File: src/rtl/button_encoder_4to2.sv
// Debounced 4-button front panel: synchronises active-low buttons and emits a 2-bit key index with a one-cycle strobe.
// Latency: key_valid is high after edge DEBOUNCE_CYCLES+2 of a stable press (2 sync + 1 detect + debounce).
module button_encoder_4to2 #(
  parameter int DEBOUNCE_CYCLES = 500000,
  parameter int CNT_W           = 20
) (
  input  logic       clk,
  input  logic       rst_n,
  input  logic [3:0] btn_n,
  output logic [1:0] key_code,
  output logic       key_valid,
  output logic       key_held,
  output logic       multi_err
);

  typedef enum logic [1:0] {
    IDLE     = 2'd0,
    DEBOUNCE = 2'd1,
    PRESSED  = 2'd2,
    RELEASE  = 2'd3
  } state_t;

  localparam logic [CNT_W-1:0] CNT_LAST = CNT_W'(DEBOUNCE_CYCLES - 1);

  logic [3:0]       sync1_q, sync2_q;
  logic [3:0]       pat;
  state_t           state_q, state_d;
  logic [CNT_W-1:0] cnt_q, cnt_d;
  logic [3:0]       cand_q, cand_d;
  logic [1:0]       key_code_q, key_code_d;
  logic             key_valid_q, key_valid_d;
  logic             key_held_q, key_held_d;
  logic             multi_err_q, multi_err_d;
  logic             pat_rel, pat_one, pat_multi, cnt_last;

  // Inverse of the display's active-low 2-to-4 select mapping.
  function automatic logic [1:0] encode(input logic [3:0] p);
    case (p)
      4'b1110: encode = 2'd0;
      4'b1101: encode = 2'd1;
      4'b1011: encode = 2'd2;
      4'b0111: encode = 2'd3;
      default: encode = 2'd0;
    endcase
  endfunction

  always_ff @(posedge clk or negedge rst_n) begin
    if (!rst_n) begin
      sync1_q <= 4'b1111;
      sync2_q <= 4'b1111;
    end else begin
      sync1_q <= btn_n;
      sync2_q <= sync1_q;
    end
  end

  assign pat       = sync2_q;
  assign pat_rel   = &pat;
  assign pat_one   = $onehot(~pat);
  assign pat_multi = !pat_rel && !pat_one;
  assign cnt_last  = (cnt_q == CNT_LAST);

  always_ff @(posedge clk or negedge rst_n) begin
    if (!rst_n) begin
      state_q <= IDLE;
      cnt_q   <= '0;
      cand_q  <= 4'b1111;
    end else begin
      state_q <= state_d;
      cnt_q   <= cnt_d;
      cand_q  <= cand_d;
    end
  end

  always_comb begin
    state_d = state_q;
    cnt_d   = cnt_q;
    cand_d  = cand_q;
    case (state_q)
      IDLE: begin
        if (pat_one) begin
          state_d = DEBOUNCE;
          cand_d  = pat;
          cnt_d   = '0;
        end else if (pat_multi) begin
          state_d = RELEASE;
          cnt_d   = '0;
        end
      end
      DEBOUNCE: begin
        if (pat == cand_q) begin
          if (cnt_last) state_d = PRESSED;
          else          cnt_d   = cnt_q + 1'b1;
        end else if (pat_rel) begin
          state_d = IDLE;
          cnt_d   = '0;
        end else if (pat_one) begin
          cand_d = pat;
          cnt_d  = '0;
        end else begin
          state_d = RELEASE;
          cnt_d   = '0;
        end
      end
      PRESSED: begin
        if (pat != cand_q) begin
          state_d = RELEASE;
          cnt_d   = '0;
        end
      end
      RELEASE: begin
        // Any low bit restarts the quiet period, so a new press needs a full clean release first.
        if (!pat_rel) begin
          cnt_d = '0;
        end else if (cnt_last) begin
          state_d = IDLE;
          cnt_d   = '0;
        end else begin
          cnt_d = cnt_q + 1'b1;
        end
      end
      default: begin
        state_d = IDLE;
        cnt_d   = '0;
      end
    endcase
  end

  always_comb begin
    key_valid_d = (state_q == DEBOUNCE) && (state_d == PRESSED);
    multi_err_d = ((state_q == IDLE) || (state_q == DEBOUNCE)) && pat_multi;
    key_held_d  = (state_d == PRESSED);
    key_code_d  = key_valid_d ? encode(cand_q) : key_code_q;
  end

  always_ff @(posedge clk or negedge rst_n) begin
    if (!rst_n) begin
      key_code_q  <= 2'b00;
      key_valid_q <= 1'b0;
      key_held_q  <= 1'b0;
      multi_err_q <= 1'b0;
    end else begin
      key_code_q  <= key_code_d;
      key_valid_q <= key_valid_d;
      key_held_q  <= key_held_d;
      multi_err_q <= multi_err_d;
    end
  end

  assign key_code  = key_code_q;
  assign key_valid = key_valid_q;
  assign key_held  = key_held_q;
  assign multi_err = multi_err_q;

endmodule

File: config.mk
export PLATFORM = sky130hd
export DESIGN_NAME = button_encoder_4to2
export DESIGN_NICKNAME = d
export VERILOG_FILES = /design/src/rtl/button_encoder_4to2.sv
export SDC_FILE = /design/constraint.sdc
export NUM_CORES = 1
export LEC_CHECK = 0
export BUFFER_PORTS_ARGS = -buffer_cell sky130_fd_sc_hd__buf_2
export CAP_MARGIN = 20
export CORE_ASPECT_RATIO = 0.7
export CORE_MARGIN = 2
export CORE_UTILIZATION = 55
export CTS_CLUSTER_SIZE = 8
export DETAILED_ROUTE_END_ITERATION = 16
export HOLD_SLACK_MARGIN = 0.1
export PLACE_DENSITY = 0.73
export SETUP_SLACK_MARGIN = 0.1
export SKIP_CTS_REPAIR_TIMING = 1
export SYNTH_ARGS = -nofsm -noshare
export SYNTH_HDL_FRONTEND = slang
export SYNTH_SLANG_ARGS = --single-unit
File: constraint.sdc
create_clock -name clk -period 5.01 [get_ports clk]
set_input_delay 1.002 -clock clk [delete_from_list [all_inputs] [get_ports clk]]
set_output_delay 1.002 -clock clk [all_outputs]
set_load 0.01 [all_outputs]
==> flow_metrics.py <==
metrics = {
    "run_status": {
        "outcome": "finished, final reports clean",
    },
    "grt": {
        "grt_pass1_wl_mm": 7.47,
        "grt_overflow": 0,
        "antenna_found_initial": 0,
        "grt_pass1_vias": 1573,
        "track_usage_pct": 23.9,
        "grt_max_degree": 40,
    },
    "setup_path": {
        "cp_max_fo": 14,
        "cp_data_arrival_time_ps": 3380,
        "r2r_end": "cnt_q[6]",
        "startpoint": "pat[3]",
        "rrSetupSlack_ps": 1800,
        "r2r-start": "pat[3]",
        "required_ps": 5180,
        "r2r_cells": 11,
        "worstSetupEndpoint": "cnt_q[6]",
        "critical_path_class": "reg2reg",
        "worstSetupStartpointType": "register",
        "crit_path_end_kind": "register",
    },
    "clock_network": {
        "cts_sinks": 39,
        "cts_tree": "yes",
        "root_buffer": "clkbuf_8",
        "clockBufferDepth": 2,
        "htree_levels": 2,
        "clock_latency_ps": 310,
        "numCtsBuffers": 5,
        "cts.reportedPaths.clkPinSlew_ps": 80,
    },
    "yosys": {
        "synth_xor_area_share_pct": 2.56,
        "synth_area_leaders": "dfrtp_1, dfstp_2, o21ai_0",
        "synth_warnings": 0,
        "yosysSeqAreaShare_pct": 48.4,
        "synth_compound_area_share_pct": 17.0,
        "async_reset_ff_share_pct": 100,
        "yosys.area_share.adder_pct": 3.42,
        "synthFlopType": "dfrtp_1",
        "netlist_area_um2": 2050,
        "yosysTopAreaCell": "dfrtp_1",
        "synth.distinct_cells": 43,
        "yosys.area_share.simple_pct": 23.0,
        "synth_top_area_share_pct": 33.0,
        "synthCells": 218,
        "synth_edf_count": 0,
        "synth_top_family_by_area": "simple AND/OR/NAND/NOR gates",
        "ys_ff_latch": 39,
        "syn_avg_cell_area_um2": 9.40,
        "synth_mux_area_share_pct": 2.75,
        "syn-num-nets": 229,
    },
    "floorplan": {
        "num_rows": 18,
        "start_util_pct": 58.0,
        "boundaryPins": 11,
        "die_w_um": 77.0,
        "dieArea_um2": 4240,
        "coreArea_um2": 3540,
        "fp.dieH_um": 55.1,
    },
    "pwr": {
        "p_leak_nw": 0.980,
        "power_density_nw_per_um2": 269,
        "ir_drop_v": 0.000187,
    },
    "timing": {
        "whs_ps": 358,
        "worst_pin_slew_ps": 994,
        "period_needed_ps": 3210,
        "drv_slew": 0,
        "finClkSkew_ps": 8.62,
        "finalWorstSetupSlack_ps": 1800,
        "tns_ps": 0,
        "relSlewSlack_pct": 33.7,
        "hold_viol": 0,
        "rsz0062_at_grt": "false",
        "period_share_pct": 64.1,
        "setup_viol": 0,
        "max_freq_mhz": 311,
    },
    "hold_path": {
        "hold_class": "reg2reg",
    },
    "place": {
        "dp_slack_ps": 1830,
        "place_hpwl_mm": 3.14,
        "gp_congestion": 0.948,
        "port_buffers": 10,
        "place_area_um2": 2140,
    },
    "detailed_routing": {
        "num_vias": 1727,
        "wire_per_inst_um": 16.2,
        "drtIter0Drc": 262,
        "drt-total-wl_mm": 4.52,
        "first_pass_iters": 4,
        "postRouteAntennaNets": 0,
        "drc": 0,
        "via_per_inst": 6.19,
    },
    "layout": {
        "nets": 239,
        "postLayoutCoreUtil_pct": 63.6,
        "final_area_um2": 2250,
        "drive_gt1_share_pct": 17.5,
        "fillers": 290,
        "antennaDiodeCount": 0,
        "syn2layout_area_growth_pct": 9.71,
    },
    "flow_run": {
        "maxCapViolations": 0,
    },
}
-- worst max-delay path: stages (launching register included) --
cell and delay, ps:
dfstp_2 580, fa_1 420, inv_1 70, ha_1 130
ha_1 210, or3b_2 530, nor4b_1 170, a31oi_1 150
o21ai_1 210, buf_6 220, o21ai_0 220, o21ai_0 160
-- where the power goes --
| group | total, mW | switching (mW) | internal, mW | leakage, nW |
|---|---|---|---|---|
| logic | 0.0279 | 0.0178 | 0.0102 | 0.431 |
| clock network | 0.252 | 0.121 | 0.130 | 0.0573 |
| registers | 0.324 | 0.00323 | 0.321 | 0.492 |
-- placed cells by master (no fill, tap or decap), types with 6 or more instances in the layout --
| cell type | Yosys | layout |
|---|---|---|
| a21oi_1 | 15 | 15 |
| and3_1 | 6 | 6 |
| buf_2 | 3 | 10 |
| dfrtp_1 | 27 | 27 |
| dfstp_2 | 12 | 12 |
| inv_1 | 7 | 7 |
| nand2_1 | 31 | 31 |
| nand3_1 | 14 | 14 |
| nor2_1 | 13 | 13 |
| o21ai_0 | 24 | 24 |
-- layer usage --
layer | wire, um | vias to the layer above | global-route usage [%]
met5 | 0 | - | 0
met4 | 117 | 0 | 14.2
met3 | 332 | 16 | 8.28
met2 | 1910 | 62 | 34.6
met1 | 2160 | 833 | 31.5
li1 | - | 816 | -
-- Yosys cell counts, types with 2 or more instances --
cell type / number
a21o_1: 3
a21oi_1: 15
a32oi_1: 3
and3_1: 6
and4_1: 3
buf_2: 3
clkbuf_1: 5
dfrtp_1: 27
dfstp_2: 12
ha_1: 4
inv_1: 7
mux2_2: 5
nand2_1: 31
nand3_1: 14
nand4_1: 5
nor2_1: 13
nor3_1: 3
nor4_1: 2
nor4b_1: 5
o21ai_0: 24
o31ai_1: 2
xnor2_1: 4
xor2_1: 2
-- metrics by stage --
step | total power [mW] | instances
6_report | 0.604 | 279
5_1_grt | 0.629 | 279
4_1_cts | 0.607 | 279
3_5_place_dp | 0.358 | 271
3_3_place_gp | 0.356 | 270
2_1_floorplan | 0.345 | 218
-- logic make-up (layout without fill, tap and decap cells) --
logic type / Yosys count / in the layout
compound gates: 58 / 58
xor+xnor: 6 / 6
fa+ha+maj: 5 / 5
buf+inv: 15 / 26
flops: 39 / 39
mux: 5 / 5
simple gates: 90 / 90
-- how the worst min path moves through the flow --
stage / from / end / cells past startpoint
floorplan: sync1_q[0] / pat[0] / 0
global placement: sync1_q[2] / pat[2] / 0
detailed placement: sync1_q[1] / pat[1] / 0
CTS: sync1_q[1] / pat[1] / 0
global route: sync1_q[0] / pat[0] / 0
finish: sync1_q[1] / pat[1] / 0
-- state kept, by name, indices dropped and copies added (netlist names) --
name / flops
cand_q: 4
cnt_q: 20
key_code: 2
key_held: 1
key_valid: 1
multi_err: 1
pat: 4
state_q: 2
sync1_q: 4
-- layout make-up --
type | instances | area (um2) | area share (%)
Inverter | 7 | 26.3 | 1.17
Clock inverter | 2 | 15.0 | 0.668
Timing Repair Buffer | 11 | 61.3 | 2.73
Tap cell | 50 | 62.6 | 2.78
Clock buffer | 6 | 93.8 | 4.17
Multi-Input combinational cell | 164 | 998 | 44.4
Sequential cell | 39 | 991 | 44.1
(Power assumes the default switching activity.)
